[src/rtl/id_stage_pkg.sv]
// Shared decode constants for the instruction-decode stage: opcodes, ALUOp
// encodings, control-vector layout and ID/EX latch field positions.
package id_stage_pkg;

  localparam int unsigned OPCODE_W = 6;
  localparam int unsigned CTRL_W   = 10;
  localparam int unsigned ALUOP_W  = 2;

  localparam logic [OPCODE_W-1:0] OP_RTYPE = 6'b000000;
  localparam logic [OPCODE_W-1:0] OP_LW    = 6'b100011;
  localparam logic [OPCODE_W-1:0] OP_SW    = 6'b101011;
  localparam logic [OPCODE_W-1:0] OP_BEQ   = 6'b000100;
  localparam logic [OPCODE_W-1:0] OP_ADDI  = 6'b001000;
  localparam logic [OPCODE_W-1:0] OP_J     = 6'b000010;

  localparam logic [ALUOP_W-1:0] ALUOP_ADD   = 2'b00;
  localparam logic [ALUOP_W-1:0] ALUOP_SUB   = 2'b01;
  localparam logic [ALUOP_W-1:0] ALUOP_FUNCT = 2'b10;

  // ID/EX latch layout for the 32-bit configuration (LSB offsets and widths)
  localparam int unsigned ID_EX_IMM_LSB  = 0;
  localparam int unsigned ID_EX_IMM_W    = 32;
  localparam int unsigned ID_EX_RT_LSB   = 32;
  localparam int unsigned ID_EX_RT_W     = 32;
  localparam int unsigned ID_EX_RS_LSB   = 64;
  localparam int unsigned ID_EX_RS_W     = 32;
  localparam int unsigned ID_EX_CTRL_LSB = 96;
  localparam int unsigned ID_EX_CTRL_W   = CTRL_W;
  localparam int unsigned ID_EX_PC4_LSB  = 106;
  localparam int unsigned ID_EX_PC4_W    = 32;
  localparam int unsigned ID_EX_WREG_LSB = 138;
  localparam int unsigned ID_EX_WREG_W   = 5;
  localparam int unsigned ID_EX_W        = 143;

  // Member order matches the control bit order, RegDst at the MSB
  typedef struct packed {
    logic               reg_dst;
    logic               alu_src;
    logic               mem_to_reg;
    logic               reg_write;
    logic               mem_read;
    logic               mem_write;
    logic               branch;
    logic [ALUOP_W-1:0] alu_op;
    logic               jump;
  } ctrl_t;

endpackage

[src/rtl/id_stage_control_unit.sv]
// Main decoder: maps the opcode to the 10-bit pipeline control vector.
// Unrecognised opcodes produce an all-zero vector (bubble).
module control_unit
  import id_stage_pkg::*;
(
  input  logic [OPCODE_W-1:0] opcode_i,
  output ctrl_t               ctrl_o
);

  always_comb begin
    ctrl_o = '0;
    unique case (opcode_i)
      OP_RTYPE: begin
        ctrl_o.reg_dst   = 1'b1;
        ctrl_o.reg_write = 1'b1;
        ctrl_o.alu_op    = ALUOP_FUNCT;
      end
      OP_LW: begin
        ctrl_o.alu_src    = 1'b1;
        ctrl_o.mem_to_reg = 1'b1;
        ctrl_o.reg_write  = 1'b1;
        ctrl_o.mem_read   = 1'b1;
        ctrl_o.alu_op     = ALUOP_ADD;
      end
      OP_SW: begin
        ctrl_o.alu_src   = 1'b1;
        ctrl_o.mem_write = 1'b1;
        ctrl_o.alu_op    = ALUOP_ADD;
      end
      OP_BEQ: begin
        ctrl_o.branch = 1'b1;
        ctrl_o.alu_op = ALUOP_SUB;
      end
      OP_ADDI: begin
        ctrl_o.alu_src   = 1'b1;
        ctrl_o.reg_write = 1'b1;
        ctrl_o.alu_op    = ALUOP_ADD;
      end
      OP_J: begin
        ctrl_o.jump = 1'b1;
      end
      default: ctrl_o = '0;
    endcase
  end

endmodule

[src/rtl/id_stage.sv]
// Instruction-decode stage: decodes the IF/ID latch, reads operands, sign-extends
// the immediate and registers the result into the ID/EX latch every cycle.
module id_stage
  import id_stage_pkg::*;
#(
  parameter int unsigned SIZE = 32
) (
  input  logic                                 clk,
  input  logic                                 rst_n,
  input  logic [2*SIZE-1:0]                    IF_ID,
  input  logic [SIZE-1:0][SIZE-1:0]            registerFile,
  output logic [$clog2(SIZE)+10+4*SIZE-1:0]    ID_EX
);

  localparam int unsigned REG_W  = $clog2(SIZE);
  localparam int unsigned OUT_W  = REG_W + CTRL_W + 4*SIZE;

  logic [SIZE-1:0]     pc4;
  logic [SIZE-1:0]     instr;
  logic [OPCODE_W-1:0] opcode;
  logic [REG_W-1:0]    rs_idx;
  logic [REG_W-1:0]    rt_idx;
  logic [REG_W-1:0]    rd_idx;
  logic [REG_W-1:0]    wreg;
  logic [SIZE-1:0]     rs_data;
  logic [SIZE-1:0]     rt_data;
  logic [SIZE-1:0]     imm_ext;
  ctrl_t               ctrl;
  logic [OUT_W-1:0]    id_ex_d;
  logic [OUT_W-1:0]    id_ex_q;

  assign pc4    = IF_ID[2*SIZE-1:SIZE];
  assign instr  = IF_ID[SIZE-1:0];
  assign opcode = instr[31:26];
  assign rs_idx = REG_W'(instr[25:21]);
  assign rt_idx = REG_W'(instr[20:16]);
  assign rd_idx = REG_W'(instr[15:11]);

  control_unit u_control_unit (
    .opcode_i (opcode),
    .ctrl_o   (ctrl)
  );

  // Register 0 is hard-wired to zero whatever the array holds
  always_comb begin
    rs_data = (rs_idx == '0) ? '0 : registerFile[rs_idx];
    rt_data = (rt_idx == '0) ? '0 : registerFile[rt_idx];
  end

  assign imm_ext = {{(SIZE-16){instr[15]}}, instr[15:0]};
  assign wreg    = ctrl.reg_dst ? rd_idx : rt_idx;
  assign id_ex_d = {wreg, pc4, ctrl, rs_data, rt_data, imm_ext};

  // ID/EX latch: async clear to a bubble, loads unconditionally otherwise
  always_ff @(posedge clk or negedge rst_n) begin
    if (!rst_n) begin
      id_ex_q <= '0;
    end else begin
      id_ex_q <= id_ex_d;
    end
  end

  assign ID_EX = id_ex_q;

endmodule

[config.mk]
export PLATFORM = sky130hd
export DESIGN_NAME = id_stage
export DESIGN_NICKNAME = d
export VERILOG_FILES = /design/src/rtl/id_stage_pkg.sv /design/src/rtl/id_stage_control_unit.sv /design/src/rtl/id_stage.sv
export SDC_FILE = /design/constraint.sdc
export NUM_CORES = 1
export LEC_CHECK = 0
export BUFFER_PORTS_ARGS = -buffer_cell sky130_fd_sc_hd__buf_2
export CORE_AREA = 3 3 483 485
export CTS_BUF_LIST = sky130_fd_sc_hd__clkbuf_16
export DETAILED_ROUTE_END_ITERATION = 8
export DIE_AREA = 0 0 486 488
export PLACE_DENSITY_LB_ADDON = 0.1
export SKIP_CTS_REPAIR_TIMING = 1
export SKIP_LAST_GASP = 1
export SLEW_MARGIN = 15
export SYNTH_ARGS = -nofsm -noshare
export SYNTH_HDL_FRONTEND = slang
export SYNTH_HIERARCHICAL = 1
export SYNTH_SLANG_ARGS = --single-unit
[constraint.sdc]
create_clock -name clk -period 0.83 [get_ports clk]
set_clock_uncertainty 0.15 [all_clocks]
set_input_delay 0 -clock clk [delete_from_list [all_inputs] [get_ports clk]]
set_output_delay 0 -clock clk [all_outputs]
set_load 0.01 [all_outputs]
# Word-level counts from Yosys, hierarchy flattened
# Cells that the tools add are included.
# op_classes
order_cmp	2
n_eq_ne	5
reduce_logical	5
n_mux	15
# ops
op	n
binary-select mux 32 bit (select 5 bit)	2
two-way mux 32 bit	4
== test 6 bit, second input constant	2
< comparator 5 x 6 -> 1 bit, second input constant	2
logical NOT 5 bit	2
two-way mux 1 bit	7
== test 6 x 2 -> 1 bit, second input constant	1
== test 6 x 3 -> 1 bit, second input constant	1
== test 6 x 4 -> 1 bit, second input constant	1
logical NOT 6 bit	1
OR reduction 3 bit	2
two-way mux 5 bit	1
one-hot mux 2 bit (2 select lines)	1
# totals
register_bits	143

# Depth between registers and ports, before layout
# Gate-level depths: netlist of the first run.
# depth
depth_word	3
mapped_depth	8
mapped_depth_nobuf	4

# Modules after synthesis
# Netlist of the first run, hierarchy kept.
# modules_own_cells
mod	cells_per_inst	n_inst	area_per_inst_um2	seq_area_each_um2
id_stage	1646	1	20025.5	3178.0
control_unit	17	1	126.4	0.0

# Least setup slack after synthesis of the first run
# OpenSTA, ideal clock, no wires.
# synth_timing
path_type	input port to flip-flop
from	in IF_ID[31]
to	reg id_ex_q[138], in the netlist ID_EX[138]
t_arrival_ns	1.448
path_stages	3
n_path_buf	0
slack_ns	-0.893
required_time_ns	0.555
cell_sequence	or3_1 > nor4_1 > mux2_2
# synth_lines
element	line_no	rtl
start: declaration	id_stage.sv:10	input logic [2*SIZE-1:0] IF_ID,
end signal: assignment	id_stage.sv:59	id_ex_q <= id_ex_d;
end: declaration	id_stage.sv:30	logic [OUT_W-1:0] id_ex_q;

# Worst setup path after layout of the first run
# layout_timing
from	in IF_ID[16]
to	reg id_ex_q[34], in the netlist ID_EX[34]
# layout_between
elab_chain_len	3
word_cells_on_any_way	4
classes_between	mux (3); reduce/logical (1)
# layout_rtl
element	line_no	rtl
binary-select mux 32 bit (select 5 bit)	id_stage.sv:47	rt_data = (rt_idx == '0) ? '0 : registerFile[rt_idx];
two-way mux 32 bit (implied by the code)	id_stage.sv:47	
two-way mux 32 bit (*)	id_stage.sv:47	
net rt_data[2]	id_stage.sv:26	logic [SIZE-1:0] rt_data;
# Mark *: on every way through the listed nets, which the timed path passes. The rest lies on a longest branch. The select of a mux whose other input is x is not followed.

==> results of run 1 <==
-- cell type report --
cell class                 count  area share (%)
multi-input combinational   1295            41.9
antenna                       61           0.371
clock buffer                  17            1.03
clock inverter                15           0.438
timing repair buffer        2107            39.3
tap                         3026            9.21
inverter                       2          0.0395
sequential                   127            7.75
-- power breakdown --
part	switching, mW	leakage (nW)	internal, mW
Combinational	11.6	16.0	12.1
Clock	4.23	0.299	4.77
Sequential	0.521	1.49	6.79
Total	16.4	17.8	23.6
-- Yosys cell counts (3+ instances only) --
library cell                  n  area [µm²]
sky130_fd_sc_hd__a22oi_1     64         480
sky130_fd_sc_hd__nor4_1       3        18.8
sky130_fd_sc_hd__mux4_2     352        7930
sky130_fd_sc_hd__o21ai_0     12        60.1
sky130_fd_sc_hd__buf_2       50         250
sky130_fd_sc_hd__a311oi_1    32         280
sky130_fd_sc_hd__clkbuf_1    99         372
sky130_fd_sc_hd__nor2b_1     37         231
sky130_fd_sc_hd__o221ai_1    64         561
sky130_fd_sc_hd__a21oi_1     32         160
sky130_fd_sc_hd__dfrtp_1    127        3180
sky130_fd_sc_hd__mux2i_1    320        3200
sky130_fd_sc_hd__buf_1        5        18.8
sky130_fd_sc_hd__buf_4       67         503
sky130_fd_sc_hd__a211oi_1    65         488
sky130_fd_sc_hd__buf_6       15         169
sky130_fd_sc_hd__nand2_1     81         304
sky130_fd_sc_hd__mux2_2      68         766
sky130_fd_sc_hd__o21ai_1     45         225
sky130_fd_sc_hd__a221oi_1    55         482
sky130_fd_sc_hd__o2111ai_1    8        70.1
sky130_fd_sc_hd__nand4_1     32         200
sky130_fd_sc_hd__nor2_1       5        18.8
-- kinds of logic (layout without fill, tap and decap cells) --
kind of cell           after synthesis  count (layout)
muxes                              740             740
AOI/OAI and AO/OA                  379             379
and+or+nand+nor                    176             176
other                                0              61
DFF                                127             127
buffers and inverters              241            2141
-- per-layer routing --
| layer | up-vias | routed length [µm] | GRT usage (%) |
|---|---|---|---|
| met2 | 1274 | 132000 | 37.5 |
| met5 | - | 560 | 0 |
| met3 | 366 | 14200 | 4.22 |
| met1 | 13290 | 82600 | 18.8 |
| li1 | 11055 | - | - |
| met4 | 84 | 7130 | 3.63 |
-- final timing paths --
| path | from | endpoint | slack (ps) | cells past startpoint |
|---|---|---|---|---|
| setup / recovery | IF_ID[16] | ID_EX[34]$_DFF_PN0_ | -730 | 8 |
| hold / removal | rst_n | ID_EX[84]$_DFF_PN0_ | -490 | 4 |
| max in group asynchronous | rst_n | ID_EX[78]$_DFF_PN0_ | 480 | 5 |
| min in group clk | IF_ID[30] | ID_EX[96]$_DFF_PN0_ | -250 | 4 |
-- per-stage QoR --
stage / setup slack [ps] / power (mW) / TNS (ps) / util, %
final: -729 / 40.0 / -96220 / 17.9
after global routing: -763 / 42.2 / -105780 / 17.9
after CTS: -1420 / 38.0 / -122330 / 15.7
after detailed placement: -2020 / 28.4 / -98260 / 15.5
after global placement: -2530 / 28.6 / -102120 / 15.4
after floorplan: -744 / 15.3 / -47930 / -
==> insert_results.sql, run 1 <==
INSERT INTO impl_metrics (metric_group, metric, value, unit) VALUES
('grt', 'grt_pass1_vias', '27182', ''),
('floorplanning', 'starting_density', '8.77', '%'),
('sta', 'period_minus_slack', '1560', 'ps'),
('synthesis', 'yosys_warning_count', '6', ''),
('synthesis', 'adder_and_majority_gate_portion_of_the_synthesized_area', '0', '%'),
('detailed_routing', 'finalWirelength', '236000', 'µm'),
('finish', 'area_growth_syn_to_layout', '104', '%'),
('pwr', 'max-vdd-ir-drop', '0.00168', 'V'),
('cts', 'cts_sinks', '127', ''),
('synthesis', 'seq_area_frac_synth', '15.8', '%'),
('sta', 'timing.max_slew.rel_slack', '61.1', '%'),
('critical_path', 'max_stage_delay', '500', 'ps'),
('floorplanning', 'core-area', '230000', 'µm²'),
('synthesis', 'synth_simple_gate_area_share', '4.50', '%'),
('critical_path', 'crit_path_end_kind', 'flop', ''),
('detailed_routing', 'vias_per_instance', '3.92', ''),
('synthesis', 'synth_area', '20200', 'µm²'),
('floorplanning', 'die_area', '237000', 'µm²'),
('sta', 'timing_hold_violations_final', '202', ''),
('sta', 'max_fclk', '0.641', 'GHz'),
('detailed_routing', 'detail_route.drc_violations', '0', ''),
('flow_run', 'max_cap_violations', '0', ''),
('pwr', 'power-per-cell-area', '973', 'nW/µm²'),
('cts', 'htree_num_levels', '4', ''),
('detailed_routing', 'routed-via-count', '26069', ''),
('grt', 'grt_first_pass_wirelength', '287000', 'µm'),
('hold_path', 'timing.hold.worst.class', 'primary input to async pin', ''),
('finish', 'largest_register_ff_count', '127', ''),
('sta', 'fin_hold_ws', '-491', 'ps'),
('synthesis', 'synth_enable_flop_cells', '0', ''),
('cts', 'worst_setup_hold_path_clk_slew', '90', 'ps'),
('critical_path', 'cells_along_the_critical_path', 'buf_16 -> buf_16 -> buf_12 -> mux4_2 -> mux2_4 -> a221oi_4 -> buf_4 -> a211oi_2', ''),
('cts', 'cts_root_buf', 'sky130_fd_sc_hd__clkbuf_16', ''),
('floorplanning', 'floorplan.die.height', '488', 'µm'),
('place', 'post-dp-hpwl', '200000', 'µm'),
('cts', 'cts_inserted_buffers', '17', ''),
('sta', 'count_of_final_setup_violators', '222', ''),
('critical_path', 'cpMaxStageDelayCell', 'sky130_fd_sc_hd__mux4_2', ''),
('critical_path', 'critPathLaunchType', 'primary input', ''),
('status', 'violations', 'negative hold slack, negative setup slack', ''),
('critical_path', 'critical_path_peak_fanout', '8', ''),
('place', 'placed_cells_incl_taps', '6337', ''),
('synthesis', 'synthXorXnorAreaFrac', '0', '%'),
('critical_path', 'worstSetupPathType', 'primary input to flop', ''),
('finish', 'layout_common_cells', '1137 x sky130_fd_sc_hd__buf_2, 588 x sky130_fd_sc_hd__buf_4, 352 x sky130_fd_sc_hd__mux4_2, 317 x sky130_fd_sc_hd__mux2i_1, 137 x sky130_fd_sc_hd__buf_6', ''),
('synthesis', 'combinational_family_with_the_most_area_after_synthesis', 'multiplexers', ''),
('critical_path', 'critical_path_buf_inv_count', '4', ''),
('detailed_routing', 'detail_route.first_pass.iterations', '5', ''),
('critical_path', 'path_common_cell', 'sky130_fd_sc_hd__buf_16', ''),
('grt', 'gr-usage-all-layers', '18.4', '%'),
('synthesis', 'post_synth_inst_count', '1663', ''),
('finish', 'count_of_non_filler_cells_in_the_finished_layout', '6650', ''),
('floorplanning', 'boundaryPins', '1233', ''),
('synthesis', 'synth_mux_area_share', '59.0', '%'),
('detailed_routing', 'routed_wire_per_std_cell', '35.5', 'µm'),
('finish', 'postLayoutCellArea', '41100', 'µm²'),
('sta', 'grt_setup_unrepaired', 'true', ''),
('synthesis', 'async_reset_ff_share', '100', '%'),
('place', 'gpl.final_weighted_congestion', '0.834', ''),
('finish', 'seq_area', '3190', 'µm²'),
('synthesis', 'synth_area_per_inst', '12.1', 'µm²'),
('floorplanning', 'die_width', '486', 'µm'),
('status', 'outcome', 'finished with violations', ''),
('finish', 'layout.nets', '4640', ''),
('finish', 'multi_input_gate_area', '17200', 'µm²'),
('sta', 'final.setup.worst_slack', '-729', 'ps'),
('floorplanning', 'rows', '176', ''),
('pwr', 'leak_pwr', '17.8', 'nW'),
('critical_path', 'cp_delay_by_family_top', 'multiplexers', ''),
('sta', 'timing_max_transition_violations_final', '0', ''),
('synthesis', 'total_of_flip_flops_plus_latches_after_synthesis', '127', '');
(Power assumes the default switching activity.)
==> inputs of run 2 (changes only) <==
--- a/config.mk
+++ b/config.mk
@@ -11,6 +11,7 @@
 export DETAILED_ROUTE_END_ITERATION = 8
 export DIE_AREA = 0 0 486 488
 export PLACE_DENSITY_LB_ADDON = 0.1
+export RECOVER_POWER = 25
 export SKIP_CTS_REPAIR_TIMING = 1
 export SKIP_LAST_GASP = 1
 export SLEW_MARGIN = 15
==> constraint.sdc (replaced) <==
create_clock -name clk -period 1.3 [get_ports clk]
set_clock_uncertainty 0.15 [all_clocks]
set_input_delay 0 -clock clk [delete_from_list [all_inputs] [get_ports clk]]
set_output_delay 0 -clock clk [all_outputs]
set_load 0.01 [all_outputs]
==> run 2 against run 1 <==
  * The flow still finishes with violations (negative hold slack, negative setup slack)
  * Combinational power decreased by 35%
  * Critical path depth shrank 1
  * Core utilization is 0.43 points higher
  * Die area did not move
  * Via count is 3.3% higher
  * First-iteration DRC count grew 13%
  * Count of clock-buffer cells in the layout unchanged
  * Clock power down 41%
  * Total power decreased by 37%
  * Design area is 2.4% higher
  * Flip-flop and latch count did not move
==> insert_results.sql, run 2 (same netlist as run 1, synthesis figures left out) <==
INSERT INTO impl_metrics (metric_group, metric, value, unit) VALUES
('critical_path', 'cp_delay_by_family_top', 'multiplexers', ''),
('pwr', 'internal_power_consumption', '14.6', 'mW'),
('place', 'instance_area_after_placement', '35300', 'µm²'),
('critical_path', 'critPathLaunchType', 'primary input', ''),
('pwr', 'comb_power_share', '60.9', '%'),
('finish', 'area_growth_syn_to_layout', '109', '%'),
('grt', 'gr-usage-all-layers', '18.0', '%'),
('place', 'post-dp-hpwl', '196000', 'µm'),
('detailed_routing', 'routed_wire_per_std_cell', '34.6', 'µm'),
('critical_path', 'max_stage_delay', '500', 'ps'),
('detailed_routing', 'drtIter0Drc', '1447', ''),
('grt', 'antenna_found_initial', '171', ''),
('pwr', 'leak_pwr', '18.1', 'nW'),
('sta', 'grt_setup_unrepaired', 'true', ''),
('cts', 'cts_tree', 'yes', ''),
('pwr', 'net-switching-power', '10.5', 'mW'),
('critical_path', 'worstSetupPathType', 'primary input to flop', ''),
('sta', 'timing.max_slew.rel_slack', '43.1', '%'),
('cts', 'cts_sinks', '127', ''),
('pwr', 'clock_power_share', '21.1', '%'),
('hold_path', 'timing.hold.worst.class', 'primary input to flop', ''),
('critical_path', 'cpMaxStageDelayCell', 'sky130_fd_sc_hd__mux4_2', ''),
('floorplanning', 'rows', '176', ''),
('status', 'violations', 'negative hold slack, negative setup slack', ''),
('floorplanning', 'die_width', '486', 'µm'),
('finish', 'largest_register_ff_count', '127', ''),
('critical_path', 'timing.critical_path.from', 'IF_ID[16]', ''),
('cts', 'cts_inserted_buffers', '17', ''),
('floorplanning', 'die_area', '237000', 'µm²'),
('sta', 'timing_hold_violations_final', '17', ''),
('sta', 'max_fclk', '0.628', 'GHz'),
('finish', 'postLayoutCellArea', '42100', 'µm²'),
('pwr', 'max-vdd-ir-drop', '0.00106', 'V'),
('hold_path', 'min_from', 'IF_ID[31]', ''),
('finish', 'drive_gt1_share', '70.8', '%'),
('cts', 'clk_path_buf_depth', '2', ''),
('detailed_routing', 'routed-via-count', '26917', ''),
('sta', 'worstMarginPinSlew', '830', 'ps'),
('cts', 'htree_num_levels', '4', ''),
('status', 'outcome', 'finished with violations', ''),
('flow_run', 'max_cap_violations', '0', ''),
('floorplanning', 'core-area', '230000', 'µm²'),
('finish', 'count_of_non_filler_cells_in_the_finished_layout', '6824', ''),
('sta', 'period_minus_slack', '1590', 'ps'),
('sta', 'timing_max_transition_violations_final', '0', ''),
('place', 'gpl.final_weighted_congestion', '0.850', ''),
('cts', 'worst_setup_hold_path_clk_slew', '70', 'ps'),
('finish', 'layout.nets', '4794', ''),
('detailed_routing', 'detail_route.drc_violations', '0', ''),
('detailed_routing', 'vias_per_instance', '3.94', ''),
('floorplanning', 'floorplan.die.height', '488', 'µm'),
('finish', 'fillerInstances', '25625', ''),
('grt', 'grt_start_max_net_pins', '48', ''),
('critical_path', 'cells_along_the_critical_path', 'buf_16 -> buf_12 -> mux4_2 -> mux2_4 -> a221oi_4 -> buf_4 -> a211oi_2', ''),
('grt', 'grt_pass1_vias', '26969', ''),
('grt', 'global_route.overflow_total', '0', ''),
('sta', 'post-route-period-util', '123', '%'),
('grt', 'grt_first_pass_wirelength', '280000', 'µm'),
('pwr', 'pwr-share-seq', '18.0', '%'),
('cts', 'cts_root_buf', 'sky130_fd_sc_hd__clkbuf_16', ''),
('floorplanning', 'boundaryPins', '1233', ''),
('pwr', 'power-per-cell-area', '596', 'nW/µm²'),
('critical_path', 'critPathArrivalTime', '1810', 'ps'),
('sta', 'fin_hold_ws', '-224', 'ps'),
('place', 'placed_cells_incl_taps', '6315', ''),
('pwr', 'sw_frac_of_total', '41.9', '%'),
('sta', 'final.setup.worst_slack', '-293', 'ps'),
('sta', 'count_of_final_setup_violators', '92', ''),
('detailed_routing', 'detail_route.first_pass.iterations', '5', ''),
('floorplanning', 'starting_density', '8.77', '%'),
('finish', 'layout_common_cells', '1192 x sky130_fd_sc_hd__buf_2, 547 x sky130_fd_sc_hd__buf_4, 352 x sky130_fd_sc_hd__mux4_2, 318 x sky130_fd_sc_hd__mux2i_1, 277 x sky130_fd_sc_hd__dlygate4sd3_1', ''),
('critical_path', 'crit_path_end_kind', 'flop', ''),
('detailed_routing', 'finalWirelength', '236000', 'µm'),
('finish', 'final_common_cell', 'sky130_fd_sc_hd__buf_2', ''),
('critical_path', 'critical_path_required', '1520', 'ps'),
('critical_path', 'critical_path_peak_fanout', '8', ''),
('place', 'portBuffers', '1232', ''),
('critical_path', 'critical_path_buf_inv_count', '3', ''),
('detailed_routing', 'antenna_violating_nets_post_route', '0', '');
## run 2: per-stage QoR
stage               utilization (%)  power [mW]  setup WS, ps  TNS (ps)
global placement               15.4        18.2         -1300    -58400
floorplan                         -        9.75          -274    -14890
finish                         18.3        25.1          -293    -11480
global route                   18.3        26.5          -281    -12890
CTS                            15.6        23.7          -749    -27650
detailed placement             15.4        18.1         -1320    -58600
## run 2: final timing paths
check,endpoint,slack (ps),depth (start not counted)
setup / recovery,ID_EX[50]$_DFF_PN0_,-290,7
hold / removal,ID_EX[98]$_DFF_PN0_,-220,4
max in group asynchronous,ID_EX[31]$_DFF_PN0_,110,3
min in group asynchronous,ID_EX[77]$_DFF_PN0_,400,3
## run 2: area by class of cell
type                       count  area, µm²  share of cell area (%)
inverter                       2       21.3                  0.0505
clock buffer                  17        425                    1.01
sequential                   127       3190                    7.57
tap                         3026       3790                    8.99
clock inverter                15        166                   0.395
antenna                       81        203                   0.481
timing repair buffer        2261      17200                    40.8
multi-input combinational   1295      17200                    40.8
## run 2: power groups by stage
| stage | registers [mW] | clock network, mW | logic, mW |
|---|---|---|---|
| global placement | 4.60 | 0 | 13.6 |
| global route | 4.56 | 5.71 | 16.2 |
| floorplan | 4.71 | 0 | 5.03 |
| finish | 4.52 | 5.29 | 15.3 |
| CTS | 4.52 | 5.63 | 13.5 |
| detailed placement | 4.59 | 0 | 13.5 |
## run 2: layer usage
metal	vias up	GRT usage [%]	routed length (µm)
met4	66	4.24	7100
met3	354	4.20	14300
li1	11411	-	-
met2	1380	36.5	131000
met5	-	0	429
met1	13706	18.2	82700
